**src/rtl/argmax_classifier.sv**
```systemverilog
// -----------------------------------------------------------------------------
// argmax_classifier
//
// Purpose:
//   Sits after the final dense layer. When the layer's level-type ready flag
//   rises, the parallel signed scores are copied into a local buffer and
//   scanned one compare per cycle. The index and value of the largest score
//   are then offered to the consumer on a valid/accept handshake.
//
// Ports:
//   clock         in   rising-edge clock
//   reset         in   asynchronous, active-low reset
//   inputs_ready  in   level flag from the layer; a rising edge means new scores
//   inputs        in   NUM_CLASSES packed signed scores, class i at
//                      [i*DATA_WIDTH +: DATA_WIDTH]
//   class_index   out  index of the maximum score (lowest index on ties)
//   class_score   out  maximum score
//   class_valid   out  result available, held until accepted
//   class_accept  in   consumer takes the result while class_valid=1
//   busy          out  1 while scanning or holding a result
//   class_margin  out  best minus second-best score (ARGMAX_MARGIN_EN only)
//   dbg_state     out  current FSM state (0=IDLE, 1=SCAN, 2=DONE)
//
// Handshake: class_valid rises once the scan completes and stays high, with
//   class_index/class_score (and class_margin) stable, until a clock edge sees
//   class_accept=1. class_valid drops the following cycle. class_accept is
//   ignored whenever class_valid=0. Result outputs keep the last result after
//   acceptance until the next scan completes.
//
// Build option:
//   `define ARGMAX_MARGIN_EN  adds second-best tracking and the class_margin
//   port. Without it the port and that logic are absent; timing is identical.
// -----------------------------------------------------------------------------
module argmax_classifier #(
  parameter int DATA_WIDTH  = 32,
  parameter int NUM_CLASSES = 10,
  parameter int INDEX_WIDTH = (NUM_CLASSES > 1) ? $clog2(NUM_CLASSES) : 1
) (
  input  logic                              clock,
  input  logic                              reset,
  input  logic                              inputs_ready,
  input  logic [NUM_CLASSES*DATA_WIDTH-1:0] inputs,
  output logic [INDEX_WIDTH-1:0]            class_index,
  output logic [DATA_WIDTH-1:0]             class_score,
  output logic                              class_valid,
  input  logic                              class_accept,
  output logic                              busy,
`ifdef ARGMAX_MARGIN_EN
  output logic [DATA_WIDTH:0]               class_margin,
`endif
  output logic [1:0]                        dbg_state
);

  typedef enum logic [1:0] {
    S_IDLE = 2'd0,
    S_SCAN = 2'd1,
    S_DONE = 2'd2
  } state_t;

  localparam logic [INDEX_WIDTH-1:0] LAST_IDX = INDEX_WIDTH'(NUM_CLASSES - 1);

  state_t                        r_state;
  state_t                        w_state_nxt;
  logic                          r_ready_q;
  logic signed [DATA_WIDTH-1:0]  r_buf [NUM_CLASSES];
  logic signed [DATA_WIDTH-1:0]  r_best;
  logic [INDEX_WIDTH-1:0]        r_idx;
  logic [INDEX_WIDTH-1:0]        r_cnt;
  logic [INDEX_WIDTH-1:0]        r_out_idx;
  logic [DATA_WIDTH-1:0]         r_out_score;

  logic                          w_start;
  logic                          w_last;
  logic signed [DATA_WIDTH-1:0]  w_cand;
  logic                          w_gt;
  logic signed [DATA_WIDTH-1:0]  w_next_best;
  logic [INDEX_WIDTH-1:0]        w_next_idx;

  // Only a rising edge of the level flag starts a scan.
  assign w_start     = inputs_ready & ~r_ready_q;
  assign w_last      = (r_cnt == LAST_IDX);
  assign w_cand      = r_buf[r_cnt];
  // Strict compare keeps the earliest index when scores tie.
  assign w_gt        = (w_cand > r_best);
  assign w_next_best = w_gt ? w_cand : r_best;
  assign w_next_idx  = w_gt ? r_cnt  : r_idx;

`ifdef ARGMAX_MARGIN_EN
  localparam logic signed [DATA_WIDTH-1:0] MOST_NEG = {1'b1, {(DATA_WIDTH-1){1'b0}}};

  logic signed [DATA_WIDTH-1:0]  r_second;
  logic signed [DATA_WIDTH-1:0]  w_next_second;
  logic [DATA_WIDTH:0]           w_margin_nxt;
  logic [DATA_WIDTH:0]           r_margin;

  // A displaced best becomes the runner-up; a tie with best lands here too,
  // which is what makes the margin 0 on ties.
  assign w_next_second = w_gt ? r_best :
                         ((w_cand > r_second) ? w_cand : r_second);
  // Sign-extend by one bit so MAX - MIN cannot overflow.
  assign w_margin_nxt  = {w_next_best[DATA_WIDTH-1], w_next_best}
                       - {w_next_second[DATA_WIDTH-1], w_next_second};
  assign class_margin  = r_margin;
`endif

  // State register
  always_ff @(posedge clock or negedge reset) begin
    if (!reset) r_state <= S_IDLE;
    else        r_state <= w_state_nxt;
  end

  // Next-state logic
  always_comb begin
    w_state_nxt = r_state;
    case (r_state)
      S_IDLE: if (w_start) w_state_nxt = (NUM_CLASSES == 1) ? S_DONE : S_SCAN;
      S_SCAN: if (w_last)  w_state_nxt = S_DONE;
      S_DONE: if (class_accept) w_state_nxt = S_IDLE;
      default: w_state_nxt = S_IDLE;
    endcase
  end

  // Datapath: edge detect, score buffer, running maximum, result registers
  always_ff @(posedge clock or negedge reset) begin
    if (!reset) begin
      r_ready_q   <= 1'b0;
      for (int i = 0; i < NUM_CLASSES; i++) r_buf[i] <= '0;
      r_best      <= '0;
      r_idx       <= '0;
      r_cnt       <= '0;
      r_out_idx   <= '0;
      r_out_score <= '0;
`ifdef ARGMAX_MARGIN_EN
      r_second    <= '0;
      r_margin    <= '0;
`endif
    end else begin
      r_ready_q <= inputs_ready;
      case (r_state)
        S_IDLE: begin
          if (w_start) begin
            for (int i = 0; i < NUM_CLASSES; i++)
              r_buf[i] <= inputs[i*DATA_WIDTH +: DATA_WIDTH];
            r_best <= inputs[DATA_WIDTH-1:0];
            r_idx  <= '0;
            r_cnt  <= INDEX_WIDTH'(1);
`ifdef ARGMAX_MARGIN_EN
            r_second <= MOST_NEG;
`endif
            // A single class needs no scan: publish it straight away.
            if (NUM_CLASSES == 1) begin
              r_out_idx   <= '0;
              r_out_score <= inputs[DATA_WIDTH-1:0];
`ifdef ARGMAX_MARGIN_EN
              r_margin    <= '0;
`endif
            end
          end
        end
        S_SCAN: begin
          r_best <= w_next_best;
          r_idx  <= w_next_idx;
`ifdef ARGMAX_MARGIN_EN
          r_second <= w_next_second;
`endif
          if (w_last) begin
            // Publish the post-compare values of the final element.
            r_out_idx   <= w_next_idx;
            r_out_score <= w_next_best;
`ifdef ARGMAX_MARGIN_EN
            r_margin    <= w_margin_nxt;
`endif
          end else begin
            r_cnt <= r_cnt + INDEX_WIDTH'(1);
          end
        end
        default: ;
      endcase
    end
  end

  assign class_index = r_out_idx;
  assign class_score = r_out_score;
  assign class_valid = (r_state == S_DONE);
  assign busy        = (r_state != S_IDLE);
  assign dbg_state   = r_state;

endmodule

```
**config.mk**
```make
export PLATFORM = sky130hd
export DESIGN_NAME = argmax_classifier
export DESIGN_NICKNAME = d
export VERILOG_FILES = /design/src/rtl/argmax_classifier.sv
export SDC_FILE = /design/constraint.sdc
export NUM_CORES = 1
export LEC_CHECK = 0
export CAP_MARGIN = 15
export CORE_ASPECT_RATIO = 0.5
export CORE_MARGIN = 3
export CORE_UTILIZATION = 57
export CTS_CLUSTER_DIAMETER = 30
export DETAILED_ROUTE_END_ITERATION = 7
export HOLD_SLACK_MARGIN = 0.02
export PLACE_DENSITY = 0.86
export SLEW_MARGIN = 20
export SYNTH_ARGS = -nofsm -noshare
export SYNTH_HDL_FRONTEND = slang
export SYNTH_SLANG_ARGS = --single-unit
export TNS_END_PERCENT = 5
```
**constraint.sdc**
```tcl
create_clock -name clock -period 6.75 [get_ports clock]
set_clock_uncertainty 0.1 [all_clocks]
set_input_delay 1.35 -clock clock [delete_from_list [all_inputs] [get_ports clock]]
set_output_delay 1.35 -clock clock [all_outputs]
set_load 0.005 [all_outputs]
```
Word-level counts from Yosys, hierarchy flattened
Cells that the tools add are included.
{"block": "classes", "addsub": 1, "n_lt_le_gt_ge": 2, "n_eq_ne": 7, "muxes": 16, "bitwise_logic": 3, "reduce_logical": 8}
{"operator": "binary-select mux 32 bit (select 4 bit)", "n": 1}
{"operator": "two-way mux 32 bit", "n": 4}
{"operator": "one-hot mux 32 bit (2 select lines)", "n": 1}
{"operator": "> comparator 32 bit", "n": 1}
{"operator": "two-way mux 4 bit", "n": 4}
{"operator": "one-hot mux 4 bit (2 select lines)", "n": 2}
{"operator": "two-way mux 2 bit", "n": 3}
{"operator": "!= test 2 bit (second input constant)", "n": 3}
{"operator": "one-hot mux 2 bit (3 select lines)", "n": 1}
{"operator": "AND reduction 2 bit", "n": 3}
{"operator": "AND reduction 3 bit", "n": 2}
{"operator": "greater-or-equal comparator 5 bit (second input constant)", "n": 1}
{"operator": "inverter 4 -> 5 bit", "n": 1}
{"operator": "adder 4 x 1 -> 4 bit (second input constant)", "n": 1}
{"operator": "equality test 4 bit (second input constant)", "n": 1}
{"operator": "nonzero test 2 bit", "n": 2}
{"operator": "equality test 2 x 1 -> 1 bit (second input constant)", "n": 1}
{"operator": "equality test 2 bit (second input constant)", "n": 1}
{"operator": "logical NOT 2 bit", "n": 1}
{"operator": "!= test 2 x 1 -> 1 bit (second input constant)", "n": 1}
{"operator": "bitwise AND 1 bit", "n": 1}
{"operator": "inverter 1 bit", "n": 1}
{"block": "totals", "ff_bits": 399, "inputBits": 324, "output_inout_bits": 40, "elab_cells": 54}

Logic depth before layout (Yosys ltp)
Gate-level depths: netlist of the first run.
{"block": "logic_depth", "ltp_word": 7, "mapped_depth": 17, "ltp_nobuf": 11}

Worst setup path after synthesis of the first run
OpenSTA, ideal clock, no wires.
{"block": "synth_timing", "kind": "reg-to-reg", "startpoint": "register r_cnt[0]", "endpoint": "register r_best[12]", "setup_ns": 0.138, "arrival_time_ns": 3.316, "t_required_ns": 6.512, "path_slack_ns": 3.196, "path_stages_with_launch": 17, "path_buffers": 5, "synth_period_minus_slack_ns": 3.554, "path_cell_list": "dfrtp_1 buf_4 buf_4 mux4_2 mux2i_1 o22a_1 clkinv_1 ha_1 nand4_1 nor4_2 nor2_1 o22a_1 buf_2 buf_2 buf_2 o2111ai_1 o311ai_1"}
{"block": "synth_between", "elab_chain_cells": 7}
{"element": "start, declared", "line_no": "68", "source": "logic [INDEX_WIDTH-1:0] r_cnt;"}
{"element": "start signal, assigned", "line_no": "174", "source": "r_cnt <= r_cnt + INDEX_WIDTH'(1);"}
{"element": "inverter 4 -> 5 bit (implied by the code) *", "line_no": "82", "source": "assign w_cand = r_buf[r_cnt];"}
{"element": "binary-select mux 32 bit (select 4 bit) *", "line_no": "82"}
{"element": "two-way mux 32 bit (implied by the code) * (2 in a row)", "line_no": "82"}
{"element": "> comparator 32 bit", "line_no": "84", "source": "assign w_gt = (w_cand > r_best);"}
{"element": "two-way mux 32 bit *", "line_no": "85", "source": "assign w_next_best = w_gt ? w_cand : r_best;"}
{"element": "one-hot mux 32 bit (2 select lines) *", "line_no": "139", "source": "case (r_state)"}
{"element": "end signal, assigned", "line_no": "144", "source": "r_best <= inputs[DATA_WIDTH-1:0];"}
{"element": "end signal, assigned", "line_no": "161", "source": "r_best <= w_next_best;"}
{"element": "end, declared", "line_no": "66", "source": "logic signed [DATA_WIDTH-1:0] r_best;"}
Every way passes the cells marked *; elsewhere a longest branch is shown, timed or not. The select of a mux whose other input is x is not followed.
A chain may end at the register's enable or synchronous reset.

Final worst setup path of the first run
{"block": "layout_timing", "startpoint": "register r_cnt[0]", "endpoint": "register r_best[0]"}
The elaborated chain is that of the path after synthesis.

==> qor.txt, run 1 <==
Die Height: 136 um
met1 WL: 24600 um
Max Cap Violations: 0
pwr dens: 537 nW/um^2
WHS Path Cells: 2
layout cell share with drive strength beyond 1: 9.39%
clock tree buffer depth: 3
final setup TNS: 0 ns
Die ar.: 36300 um^2
period utilization: 78.2%
post-synth top area share: 51.6%
Hold Slack: 0.373 ns
row count: 47
number of global-route vias before repair: 16.9k
Hold Crit Start: r_buf[140]
endpoint class of the critical path: register
Ys Warns: 0
synth top area cells: dfrtp_1 (52%), nand2_1 (20%), mux4_2 (7.4%)
CP Max Fanout: 33
most frequent CP cell: buf_4
pin count of the biggest net entering global routing: 174
Syn Std Cell Area: 19300 um^2
initial antenna violation count: 19
vias: 17.3k
Worst-path clk slew: 0.07 ns
unique cell type count in the Yosys netlist: 42
H-tree depth: 2
final WL: 64900 um
worst slew pin tran: 0.959 ns
Mapped Cells: 2030
DRC Markers: 0
R2R Path Start: r_cnt[0]
FF-to-FF setup slack: 1.47 ns
Detail Placement HPWL: 43400 um
Fill cells: 2036
core area: 33200 um^2
overall routing resource usage: 35.2%
worst-skew pair later-pin latency: 0.58 ns
first-pass GRT wire length: 97200 um
metal3 WL: 7190 um
Data arrival, critical path: 5.60 ns
CP bufs+invs: 3
min Tclk post-route: 5.28 ns
top cell family by delay on the critical path: compound AO/OA/AOI/OAI gates
syn_area_per_cell: 9.53 um^2
Top Layer Used: met5
Slew HR: 36.1%
Final #Nets: 2681
kind of critical path: register to register
Fin. Hold Viols: 0
worst path cell trace: buf_4, buf_4, mux4_2, mux2i_1, o22a_1, inv_2, ha_1, nand4_1, nor4_2, nor2_1, a41oi_4, o211a_2, o211ai_1
WP data required: 7.07 ns
Pleak: 0.0121 uW
CTS tree: yes
dominant cell type by area after synthesis: dfrtp_1
VDD IR max: 0.603 mV
RR Endpoint: r_best[0]
max incr delay on CP: 0.88 ns
Reg2Reg Depth: 13
setup violators final: 0
clock sink count: 399
vias per inst: 6.13
Setup Fix Bufs, Post-CTS: 0
PostCTS Resize Cnt: 0
register area: 9990 um^2
Num CTS Buffers: 50
Initial Util: 58.2%
drt pass-1 iters: 6
number of port buffers: 363
Multi-input gate area: 8430 um^2
die width: 267 um
sequential cell area fraction in the yosys report: 51.6%
Mapped Nets: 2388
Final GP Congestion: 0.924
worst hold path endpoint: r_buf[140]
FMAX: 189 MHz
met2 wire len: 30000 um
post-route ant nets: 0
flops & latches, synth: 399
Final Max Tran Viols: 0
CTS root buf: clkbuf_16
status: finished clean
Wirelength per Cell: 23.0 um
drt first-iter violations: 2472
Slowest-stage cell, CP: dfrtp_4
I/O pins: 364
GRT overflow: 0
hold buffer count at cts: 0
crit start category: register
RSZ-0062 raised after global routing: no
Area growth, synth to finish: 28.9%
Worst Hold Class: register to register
## stage by stage
step | std cells | power (uW) | util [%] | setup WS [ns] | instance area [um^2]
after floorplan | 2030 | 8370 | - | 3.20 | 19300
after global placement | 2712 | 9960 | 69.6 | 1.68 | 23100
after detailed placement | 2712 | 10200 | 69.6 | 1.55 | 23100
after CTS | 2804 | 13200 | 74.9 | 1.54 | 24900
after global routing | 2822 | 14100 | 75.1 | 1.21 | 24900
final | 2822 | 13400 | 75.1 | 1.47 | 24900
## cells by family after synthesis
group                    Yosys count  share of synthesized area [%]
AO/OA/AOI/OAI                    199                           9.42
adder cells (fa/ha/maj)           34                           2.20
AND/OR/NAND/NOR                 1050                           20.8
flip-flops                       399                           51.6
XOR/XNOR                           2                         0.0905
multiplexers                     132                           11.0
buffers and inverters            214                           4.96
## worst register-to-register path: cells and delay by family, from the launching register on
family                   cells  cell delay [ns]
multiplexers                 2             0.83
adder cells (fa/ha/maj)      1             0.30
AND/OR/NAND/NOR              3             0.67
flip-flops                   1             0.88
AO/OA/AOI/OAI                4             1.70
buffers and inverters        3             0.65
## cells in the final DEF (no fill, tap or decap), types with 32 or more instances in the layout
cell | synthesis | routed
inv_1 | 54 | 54
o311ai_1 | 42 | 42
clkbuf_16 | 0 | 53
nand2_1 | 1016 | 1015
mux4_2 | 64 | 64
clkdlybuf4s50_1 | 0 | 362
ha_1 | 34 | 34
mux2i_1 | 68 | 68
o22a_1 | 33 | 32
o2111ai_1 | 64 | 64
dfrtp_1 | 399 | 397
## cell usage after synthesis
cell       number
or2_2           2
o21ai_0         3
xnor2_1         2
inv_1          54
clkbuf_1       76
mux2i_1        68
a21o_1          4
nor3b_1         1
buf_2          44
o211ai_1        7
o211ai_2        1
nor2_1          9
nand2b_1        2
inv_2           6
mux4_2         64
clkinv_1        7
nor4_2          2
dfrtp_1       399
nand3b_1        1
o22a_1         33
o31a_1          1
nor2b_1         4
a41oi_2         1
a21oi_1        13
buf_1           8
buf_6           8
o21a_1          3
o211a_2         1
and3_1          1
o2111ai_1      64
o21ai_1         3
ha_1           34
o311ai_2       20
o311ai_1       42
o21a_4          1
nand4_1         8
o211a_1         1
buf_4          11
nand2_1      1016
a211oi_1        1
nand3_1         3
or3b_1          1
## state kept, by name, summed over array words and instances (netlist names)
name         cells
r_idx            4
class_score     32
dbg_state        2
r_buf          320
r_best          32
r_ready_q        1
r_cnt            4
class_index      4
## report_power, final
group | switching [uW] | leakage (uW) | total, uW | internal [uW]
Combinational | 3830 | 0.00624 | 6250 | 2430
Clock | 1150 | 0.000863 | 2830 | 1680
Sequential | 823 | 0.00499 | 4320 | 3500
## per-layer routing
layer	vias to the layer above	track usage [%]
met5	-	0
met4	2	15.9
met3	215	8.70
met2	1127	53.6
met1	8534	48.5
li1	7411	-
## final cells by class
class                           count  share of cell area (%)
Tap cell                          441                    2.21
Timing Repair Buffer              388                    15.6
Clock inverter                     30                    1.37
Inverter                           67                    1.01
Antenna cell                       18                   0.181
Multi-Input combinational cell   1417                    33.8
Clock buffer                       62                    5.69
Sequential cell                   399                    40.1
## worst max-delay path by stage
stage,cells past startpoint,endpoint,slack [ns],start
after detailed placement,13,r_best[0],1.55,r_cnt[0]
final,13,r_best[0],1.47,r_cnt[0]
after global routing,13,r_best[0],1.21,r_cnt[0]
after global placement,13,r_best[0],1.68,r_cnt[0]
after CTS,13,r_best[0],1.54,r_cnt[0]
after floorplan,16,r_best[12],3.20,r_cnt[0]
No activity file was read; power rests on OpenSTA's default activity.
==> run 2, diff against run 1 <==
--- a/config.mk
+++ b/config.mk
@@ -8,11 +8,11 @@
 export CAP_MARGIN = 15
 export CORE_ASPECT_RATIO = 0.5
 export CORE_MARGIN = 3
-export CORE_UTILIZATION = 57
+export CORE_UTILIZATION = 53
 export CTS_CLUSTER_DIAMETER = 30
 export DETAILED_ROUTE_END_ITERATION = 7
 export HOLD_SLACK_MARGIN = 0.02
-export PLACE_DENSITY = 0.86
+export PLACE_DENSITY = 0.81
 export SLEW_MARGIN = 20
 export SYNTH_ARGS = -nofsm -noshare
 export SYNTH_HDL_FRONTEND = slang
==> constraint.sdc (replaced) <==
create_clock -name clock -period 4.9 [get_ports clock]
set_clock_uncertainty 0.1 [all_clocks]
set_input_delay 0.98 -clock clock [delete_from_list [all_inputs] [get_ports clock]]
set_output_delay 0.98 -clock clock [all_outputs]
set_load 0.005 [all_outputs]
==> qor.txt, run 2 (synthesized netlist as in run 1, its figures left out) <==
commonest non-fill, non-tap cell in the layout: nand2_1
H-tree depth: 2
VDD IR max: 0.500 mV
PostCTS Resize Cnt: 0
overall routing resource usage: 31.5%
Final GP Congestion: 0.912
FF-to-FF setup slack: 0.41 ns
initial antenna violation count: 12
final WL: 62200 um
Area growth, synth to finish: 30.1%
Max Cap Violations: 0
core area: 35200 um^2
number of global-route vias before repair: 16.6k
Biggest register: r_buf
Reg2Reg Depth: 13
DRC Markers: 0
Worst-path clk slew: 0.07 ns
Worst Hold Class: primary input to asynchronous set/reset pin
Wirelength per Cell: 21.7 um
pin count of the biggest net entering global routing: 114
worst-skew pair later-pin latency: 0.58 ns
max incr delay on CP: 0.58 ns
Detail Placement HPWL: 43800 um
worst slew pin tran: 1.15 ns
Fin. Hold Viols: 0
Initial Util: 55.0%
CTS root buf: clkbuf_16
Data arrival, critical path: 4.80 ns
clock sink count: 399
RR Endpoint: class_score[3]
crit start category: register
number of port buffers: 363
Final Max Tran Viols: 0
Die ar.: 39000 um^2
R2R Path Start: r_cnt[0]
Final #Nets: 2697
drt pass-1 iters: 5
I/O pins: 364
Critical Path Source: r_cnt[0]
drt first-iter violations: 1743
Fill cells: 2499
period utilization: 91.7%
worst path cell trace: buf_4, mux4_2, mux2i_1, o22a_1, clkinv_1, ha_1, nand4_1, nor4_2, nor2_1, a41oi_4, o21a_4, buf_4, o311ai_1
pwr dens: 734 nW/um^2
Slew HR: 23.4%
most frequent cells in the layout: nand2_1 (1015), dfrtp_1 (397), clkdlybuf4s50_1 (362)
CP endpoint: class_score[3]
row count: 48
CTS tree: yes
Setup Fix Bufs, Post-CTS: 0
CP Max Fanout: 17
min Tclk post-route: 4.49 ns
endpoint class of the critical path: register
vias: 16.6k
placed cell area: 23400 um^2
post-route ant nets: 0
final setup TNS: 0 ns
kind of critical path: register to register
fin util: 71.5%
RSZ-0062 raised after global routing: no
Slowest-stage cell, CP: dfrtp_4
Finished Cell Area: 25200 um^2
die width: 276 um
most frequent CP cell: buf_4
Pleak: 0.0122 uW
GRT overflow: 0
FMAX: 223 MHz
layout cell share with drive strength beyond 1: 10.0%
Die Height: 141 um
status: finished clean
number of flip-flops under the largest register name: 320
Num CTS Buffers: 51
clock tree buffer depth: 3
setup violators final: 0
hold buffer count at cts: 0
WP data required: 5.20 ns
vias per inst: 5.78
first-pass GRT wire length: 95200 um
## run 2: cell count changes in the layout (fill, tap and decap cells not counted), moves of 2 or more
cell	delta
diode_2	-8
buf_4	+9
clkbuf_8	-3
inv_6	+3
clkinv_2	-2
buf_12	+6
clkinvlp_4	+6
inv_8	-4
## run 2: worst min-delay path by stage
stage                       endpoint  slack (ns)  depth (start not counted)
after floorplan           r_buf[100]        0.34                          2
after global placement     r_buf[93]        0.35                          2
after detailed placement   r_buf[73]        0.36                          2
after CTS                  r_buf[73]        0.37                          2
final                     r_buf[104]        0.36                          1
after global routing      r_buf[250]        0.39                          2
## run 2: where the power goes
part / internal (uW) / switching (uW)
registers: 4820 / 977
clock network: 2330 / 1580
logic: 3510 / 5240
## run 2: final cells by class
class                   instances  area (um^2)  area share (%)
inverters                      67          251           0.999
multi-input cells            1417         8430            33.5
clock buffers                  60         1380            5.49
flip-flops and latches        399         9990            39.7
clock inverters                34          397            1.58
well taps                     475          594            2.36
diodes                         10         25.0          0.0994
repair buffers                403         4090            16.2
## run 2: stage by stage
step                      total power [uW]  hold slack (ns)  setup WS (ns)  instances
after floorplan                      11500            0.340           1.35       2030
after global placement               14000            0.352          0.616       2761
after detailed placement             14300            0.358          0.489       2761
after CTS                            18300            0.372          0.459       2855
after global routing                 19600            0.387          0.195       2865
final                                18500            0.362          0.408       2865
## run 2: routing by layer
metal  vias up  GRT usage [%]  share of wire [%]
met1      8223           42.9                 39
met4         4           11.1                3.2
met5         -              0              0.042
li1       7430              -                  -
met2       782           49.5                 47
met3       124           8.34                 10
## run 2: critical path: cells and delay by family, from the launching register on
kind / cells / cell delay, ns
mux: 2 / 0.92
flops: 1 / 0.58
compound gates: 4 / 0.95
fa+ha+maj: 1 / 0.33
simple gates: 3 / 0.68
buf+inv: 3 / 0.74
